[src/rtl/mem_stage.sv]
// mem_stage: memory-access stage of an RV32I pipeline.
//
// A load or store presented in M is launched toward the data memory through a
// four-state handshake:
//   IDLE -> REQ -> (load) WAIT -> DONE -> IDLE
//                  (store) -------> DONE -> IDLE
// Request fields are captured on the launch edge and held stable while REQ is
// active. Load data is lane-selected and extended into mem_resultM.
//
// Ports
//   clk, rst_n        clock, synchronous active-low reset
//   validM            live instruction in M
//   mem_readM/WriteM  load / store strobes (both high is a fault)
//   funct3M           RV32I load/store width + signedness
//   alu_outM          byte address
//   rs2_dataM         store data
//   dmem_req/we       request strobe / write enable
//   dmem_addr         word-aligned address
//   dmem_wdata/be     lane-replicated store data / byte enables
//   dmem_ready        request accepted
//   dmem_rvalid/rdata load data return
//   mem_resultM       extended load result
//   stallM            freeze upstream stages and MEM/WB input
//   access_fault      misaligned or illegal access (IDLE only)
module mem_stage #(
  parameter int unsigned XLEN = 32
) (
  input  logic            clk,
  input  logic            rst_n,
  input  logic            validM,
  input  logic            mem_readM,
  input  logic            mem_writeM,
  input  logic [2:0]      funct3M,
  input  logic [XLEN-1:0] alu_outM,
  input  logic [XLEN-1:0] rs2_dataM,
  output logic            dmem_req,
  output logic            dmem_we,
  output logic [XLEN-1:0] dmem_addr,
  output logic [XLEN-1:0] dmem_wdata,
  output logic [3:0]      dmem_be,
  input  logic            dmem_ready,
  input  logic            dmem_rvalid,
  input  logic [XLEN-1:0] dmem_rdata,
  output logic [XLEN-1:0] mem_resultM,
  output logic            stallM,
  output logic            access_fault
);

  typedef enum logic [1:0] {StIdle, StReq, StWait, StDone} state_e;

  state_e          state_q, state_d;
  logic            we_q;
  logic [XLEN-1:0] addr_q;
  logic [XLEN-1:0] wdata_q;
  logic [3:0]      be_q;
  logic [2:0]      funct3_q;
  logic [1:0]      lane_q;
  logic [XLEN-1:0] result_q;

  logic [1:0]      lane;
  logic            is_load, is_store;
  logic            legal_f3, aligned;
  logic            active, launch, fault;
  logic [XLEN-1:0] wdata_d;
  logic [3:0]      be_d;
  logic [XLEN-1:0] rdata_shifted;
  logic [XLEN-1:0] load_fmt;

  // Access decode, only meaningful in IDLE
  always_comb begin
    lane     = alu_outM[1:0];
    is_load  = mem_readM & ~mem_writeM;
    is_store = mem_writeM & ~mem_readM;

    legal_f3 = 1'b0;
    case (funct3M)
      3'b000, 3'b001, 3'b010: legal_f3 = 1'b1;
      3'b100, 3'b101:         legal_f3 = is_load;
      default:                legal_f3 = 1'b0;
    endcase

    aligned = 1'b1;
    case (funct3M[1:0])
      2'b01:   aligned = ~lane[0];
      2'b10:   aligned = (lane == 2'b00);
      default: aligned = 1'b1;
    endcase

    // Reset is treated as "no instruction" so nothing launches or faults
    active = rst_n & validM & (state_q == StIdle);
    launch = active & (is_load | is_store) & legal_f3 & aligned;
    fault  = active & (mem_readM | mem_writeM) & ~launch;
  end

  // Lane placement of store data and byte enables
  always_comb begin
    wdata_d = rs2_dataM;
    be_d    = 4'b1111;
    case (funct3M[1:0])
      2'b00: begin
        wdata_d = {4{rs2_dataM[7:0]}};
        be_d    = 4'b0001 << lane;
      end
      2'b01: begin
        wdata_d = {2{rs2_dataM[15:0]}};
        be_d    = 4'b0011 << lane;
      end
      default: begin
        wdata_d = rs2_dataM;
        be_d    = 4'b1111;
      end
    endcase
  end

  // Load extraction using the lane captured at launch
  always_comb begin
    rdata_shifted = dmem_rdata >> {lane_q, 3'b000};
    load_fmt      = rdata_shifted;
    case (funct3_q)
      3'b000:  load_fmt = {{24{rdata_shifted[7]}}, rdata_shifted[7:0]};
      3'b001:  load_fmt = {{16{rdata_shifted[15]}}, rdata_shifted[15:0]};
      3'b100:  load_fmt = {24'd0, rdata_shifted[7:0]};
      3'b101:  load_fmt = {16'd0, rdata_shifted[15:0]};
      default: load_fmt = dmem_rdata;
    endcase
  end

  always_comb begin
    state_d = state_q;
    unique case (state_q)
      StIdle: if (launch) state_d = StReq;
      StReq:  if (dmem_ready) state_d = we_q ? StDone : StWait;
      // rvalid in the accepting REQ cycle never reaches here
      StWait: if (dmem_rvalid) state_d = StDone;
      StDone: state_d = StIdle;
      default: state_d = StIdle;
    endcase
  end

  always_ff @(posedge clk) begin
    if (!rst_n) begin
      state_q  <= StIdle;
      we_q     <= 1'b0;
      addr_q   <= '0;
      wdata_q  <= '0;
      be_q     <= 4'b0000;
      funct3_q <= 3'b000;
      lane_q   <= 2'b00;
      result_q <= '0;
    end else begin
      state_q <= state_d;
      if (launch) begin
        we_q     <= is_store;
        addr_q   <= {alu_outM[XLEN-1:2], 2'b00};
        wdata_q  <= wdata_d;
        be_q     <= be_d;
        funct3_q <= funct3M;
        lane_q   <= lane;
      end
      if (state_q == StWait && dmem_rvalid) begin
        result_q <= load_fmt;
      end
    end
  end

  always_comb begin
    dmem_req     = rst_n & (state_q == StReq);
    dmem_we      = we_q;
    dmem_addr    = addr_q;
    dmem_wdata   = wdata_q;
    dmem_be      = be_q;
    mem_resultM  = result_q;
    stallM       = rst_n & ((state_q == StReq) | (state_q == StWait) | launch);
    access_fault = fault;
  end

endmodule
[config.mk]
export PLATFORM = sky130hd
export DESIGN_NAME = mem_stage
export DESIGN_NICKNAME = d
export VERILOG_FILES = /design/src/rtl/mem_stage.sv
export SDC_FILE = /design/constraint.sdc
export NUM_CORES = 1
export LEC_CHECK = 0
export ABC_AREA = 1
export CELL_PAD_IN_SITES_DETAIL_PLACEMENT = 1
export CELL_PAD_IN_SITES_GLOBAL_PLACEMENT = 2
export CORE_MARGIN = 3
export CORE_UTILIZATION = 24
export DETAILED_ROUTE_END_ITERATION = 10
export GPL_TIMING_DRIVEN = 0
export PLACE_DENSITY = 0.95
export SYNTH_ARGS = -nofsm -noshare
export SYNTH_HDL_FRONTEND = slang
export SYNTH_SLANG_ARGS = --single-unit
[constraint.sdc]
create_clock -name clk -period 4.03 [get_ports clk]
set_clock_uncertainty 0.05 [all_clocks]
set_input_delay 0.6045 -clock clk [delete_from_list [all_inputs] [get_ports clk]]
set_output_delay 0.6045 -clock clk [all_outputs]
set_load 0.02 [all_outputs]
==> impl_metrics.prom <==
# TYPE chip_impl_metric gauge
chip_impl_metric{name="clock_insertion_delay_worst_skew",unit="ns"} 0.36
chip_impl_metric{name="placement.io_buffers",unit=""} 207
chip_impl_info{name="synthDominantAreaCellType",value="dfxtp_1"} 1
chip_impl_info{name="hp-class",value="flip-flop to flip-flop"} 1
chip_impl_metric{name="cellLeakagePower",unit="nW"} 3.21
chip_impl_metric{name="grt_pass1_vias",unit=""} 5532
chip_impl_metric{name="path_clk_slew",unit="ns"} 0.07
chip_impl_metric{name="grt_util_all_layers",unit="%"} 16.8
chip_impl_metric{name="gpl.final_weighted_congestion",unit=""} 0.802
chip_impl_info{name="min_delay_worst_endpoint",value="dmem_be[3]"} 1
chip_impl_metric{name="finalSetupViolations",unit=""} 0
chip_impl_metric{name="antenna_left",unit=""} 0
chip_impl_metric{name="wl_per_cell",unit="um"} 15.7
chip_impl_metric{name="die-width",unit="um"} 150
chip_impl_metric{name="ys_seq_elements",unit=""} 106
chip_impl_info{name="r2r-start",value="state_q[0]"} 1
chip_impl_metric{name="synth_area_per_cell",unit="um2"} 6.96
chip_impl_metric{name="die_y",unit="um"} 150
chip_impl_metric{name="layout_min_cycle_time",unit="ns"} 3.81
chip_impl_metric{name="drt_pre_antenna_iters",unit=""} 4
chip_impl_info{name="timing.hold.worst.start",value="dmem_be[3]"} 1
chip_impl_metric{name="worstPathArrival",unit="ns"} 3.15
chip_impl_metric{name="drc_errors",unit=""} 0
chip_impl_metric{name="routed-via-count",unit=""} 5345
chip_impl_metric{name="worst_slew_margin_rel",unit="%"} 64.9
chip_impl_metric{name="finalSetupTns",unit="ns"} 0
chip_impl_info{name="synthTopCellsByArea",value="dfxtp_1 (43%), o21ai_0 (13%), nor2_1 (9.3%), a21oi_1 (8.8%), nand2_1 (7.2%)"} 1
chip_impl_info{name="critical_path.endpoint_type",value="output pin"} 1
chip_impl_metric{name="pin_count_of_the_biggest_net_entering_global_routing",unit=""} 22
chip_impl_metric{name="grt_pass1_wl",unit="um"} 29600
chip_impl_metric{name="placeableCoreArea",unit="um2"} 20300
chip_impl_metric{name="fin_nets",unit=""} 1050
chip_impl_metric{name="finalMaxSlewViolations",unit=""} 0
chip_impl_metric{name="numClockSinks",unit=""} 106
chip_impl_info{name="cts_root_buf",value="clkbuf_16"} 1
chip_impl_metric{name="via_per_inst",unit=""} 4.42
chip_impl_metric{name="clock_tree.htree_level_count",unit=""} 3
chip_impl_metric{name="grt.overflow.total",unit=""} 0
chip_impl_metric{name="worst_r2r_path_depth",unit=""} 9
chip_impl_info{name="setup_repair_after_global_routing_missed_its_margin",value="no"} 1
chip_impl_metric{name="initial_core_util",unit="%"} 24.5
chip_impl_metric{name="rows",unit=""} 52
chip_impl_metric{name="ys_warns",unit=""} 0
chip_impl_metric{name="synth_cell_type_count",unit=""} 29
chip_impl_metric{name="fmax",unit="MHz"} 263
chip_impl_info{name="setup.worst_path.class",value="primary input to output pin"} 1
chip_impl_metric{name="synth_largest_type_area_fraction",unit="%"} 42.6
chip_impl_metric{name="final-hold-violation-count",unit=""} 0
chip_impl_metric{name="power.density",unit="nW/um2"} 327
chip_impl_metric{name="dieArea",unit="um2"} 22500
chip_impl_metric{name="cp_data_required_time",unit="ns"} 3.38
chip_impl_metric{name="clock_tree.buffer_depth",unit=""} 2
chip_impl_metric{name="cp_max_fo",unit=""} 10
chip_impl_metric{name="antenna_cells",unit=""} 0
chip_impl_info{name="critPathLaunch",value="funct3M[0]"} 1
chip_impl_metric{name="dr.first_iter.drc_count",unit=""} 181
chip_impl_info{name="timing.critical_path.from_type",value="primary input"} 1
chip_impl_metric{name="synth_edf_count",unit=""} 0
chip_impl_info{name="postSynth.topFlopCell",value="dfxtp_1"} 1
chip_impl_info{name="tritoncts",value="built"} 1
chip_impl_info{name="run_status",value="finished clean"} 1
chip_impl_metric{name="drive_above_1_share",unit="%"} 5.75
chip_impl_metric{name="vdd_drop_max",unit="mV"} 0.244
chip_impl_metric{name="number_of_antenna_violations_at_the_first_check_in_global_routing",unit=""} 0
chip_impl_metric{name="r2r_setup_slack",unit="ns"} 2.03
chip_impl_metric{name="whs_path_depth",unit=""} 2
chip_impl_metric{name="max_cap_viol_count",unit=""} 0
chip_impl_metric{name="postSynth.asyncResetShare",unit="%"} 0
chip_impl_metric{name="boundary_pins",unit=""} 210
chip_impl_metric{name="post-dp-hpwl",unit="um"} 15100
chip_impl_metric{name="post_cts_resize_count",unit=""} 0
chip_impl_metric{name="postLayoutSetupSlackWorst",unit="ns"} 0.224
chip_impl_metric{name="fin_crit_sh",unit="%"} 94.4
chip_impl_metric{name="max_slew.worst_pin.slew",unit="ns"} 0.526
chip_impl_metric{name="final_util",unit="%"} 37.9
chip_impl_metric{name="syn_area",unit="um2"} 4980
chip_impl_metric{name="syn2layout_area_growth",unit="%"} 54.7
chip_impl_metric{name="post_synth_inst_count",unit=""} 715
chip_impl_metric{name="synth-seq-area-share",unit="%"} 42.6
chip_impl_metric{name="post-place-ws",unit="ns"} 0.189
chip_impl_metric{name="postCtsSetupBuffers",unit=""} 0
chip_impl_metric{name="finalWirelength",unit="um"} 19000
chip_impl_info{name="critical_path.reg2reg.endpoint",value="mem_resultM[15]"} 1
chip_impl_metric{name="hold_bufs_at_cts",unit=""} 0
chip_impl_metric{name="cts-buffers-inserted",unit=""} 9
sequential cells by signal (all words and copies together) (netlist names):
register / cells
dmem_wdata: 32
mem_resultM: 32
dmem_addr: 30
dmem_be: 4
funct3_q: 3
lane_q: 2
state_q: 2
dmem_we: 1
metrics by stage:
step	total power [mW]	cell area, um2	hold slack, ns	std cells
after floorplan	1.37	4980	0.419	716
after global placement	1.62	7390	0.405	1193
after detailed placement	1.63	7390	0.406	1193
after CTS	2.56	7700	0.417	1209
after global routing	2.64	7700	0.450	1209
final	2.52	7700	0.413	1209
how the worst max path moves through the flow:
stage | end | depth (start not counted)
finish | access_fault | 12
global route | access_fault | 12
CTS | access_fault | 12
detailed placement | access_fault | 12
global placement | access_fault | 12
floorplan | access_fault | 10
critical path, cell delays in order:
cell and delay, ns:
clkdlybuf4s50_1 0.51, inv_1 0.07, ha_1 0.20, buf_2 0.20
nor2_8 0.18, nand2_2 0.09, nand3_4 0.13, inv_4 0.07
buf_6 0.14, buf_6 0.14, nor3_1 0.12, clkdlybuf4s50_1 0.67
report_power, final:
part / switching [mW] / total, mW / leakage, nW / internal (mW)
clock network: 0.469 / 0.915 / 0.151 / 0.446
registers: 0.0221 / 1.11 / 0.856 / 1.09
logic: 0.261 / 0.495 / 2.20 / 0.233
cell type report:
cell class / instances / area (um2)
inverters: 70 / 265
multi-input cells: 491 / 2320
fillers: 2549 / 12600
well taps: 270 / 338
repair buffers: 207 / 2070
clock inverters: 7 / 83.8
flip-flops and latches: 106 / 2120
plain buffers: 49 / 269
clock buffers: 9 / 225
cells by family after synthesis:
group / after synthesis / share of synthesized area, %
AO/OA/AOI/OAI: 226 / 23.0
adder cells (fa/ha/maj): 10 / 2.51
buffers and inverters: 119 / 10.7
flip-flops: 106 / 42.6
other: 1 / 0.0754
AND/OR/NAND/NOR: 253 / 21.0
cells in the final DEF, fill, tap and decap left out, drive strengths merged:
| cell | synthesis | final |
|---|---|---|
| a22o | 2 | 2 |
| nor2 | 125 | 125 |
| nor3 | 3 | 3 |
| conb | 1 | 2 |
| a21oi | 88 | 88 |
| o21ai | 135 | 135 |
| buf | 27 | 27 |
| dfxtp | 106 | 106 |
| inv | 69 | 72 |
| nand3 | 27 | 27 |
| clkbuf | 22 | 31 |
| clkinv | 1 | 5 |
| nand4 | 1 | 1 |
| nand2 | 96 | 96 |
| clkdlybuf4s50 | 0 | 207 |
| ha | 10 | 10 |
| o22ai | 1 | 1 |
| nand3b | 1 | 1 |
routing by layer:
layer	part of all wire (%)	vias up	track usage, %
li1	-	2753	-
met5	0	-	0
met1	46	2453	21.4
met2	47	120	28.1
met4	1.7	0	4.76
met3	5.5	19	4.24
synthesized netlist by cell type, types with 2 or more instances:
master / n
nand3_1: 22
buf_4: 6
buf_6: 6
nand3_2: 4
a22o_1: 2
nand2_1: 95
inv_2: 2
nor3_1: 3
ha_1: 10
dfxtp_1: 106
nor2_1: 123
inv_1: 66
o21ai_1: 8
buf_2: 14
clkbuf_1: 22
a21oi_1: 87
o21ai_0: 127
No activity file was read; power rests on OpenSTA's default activity.
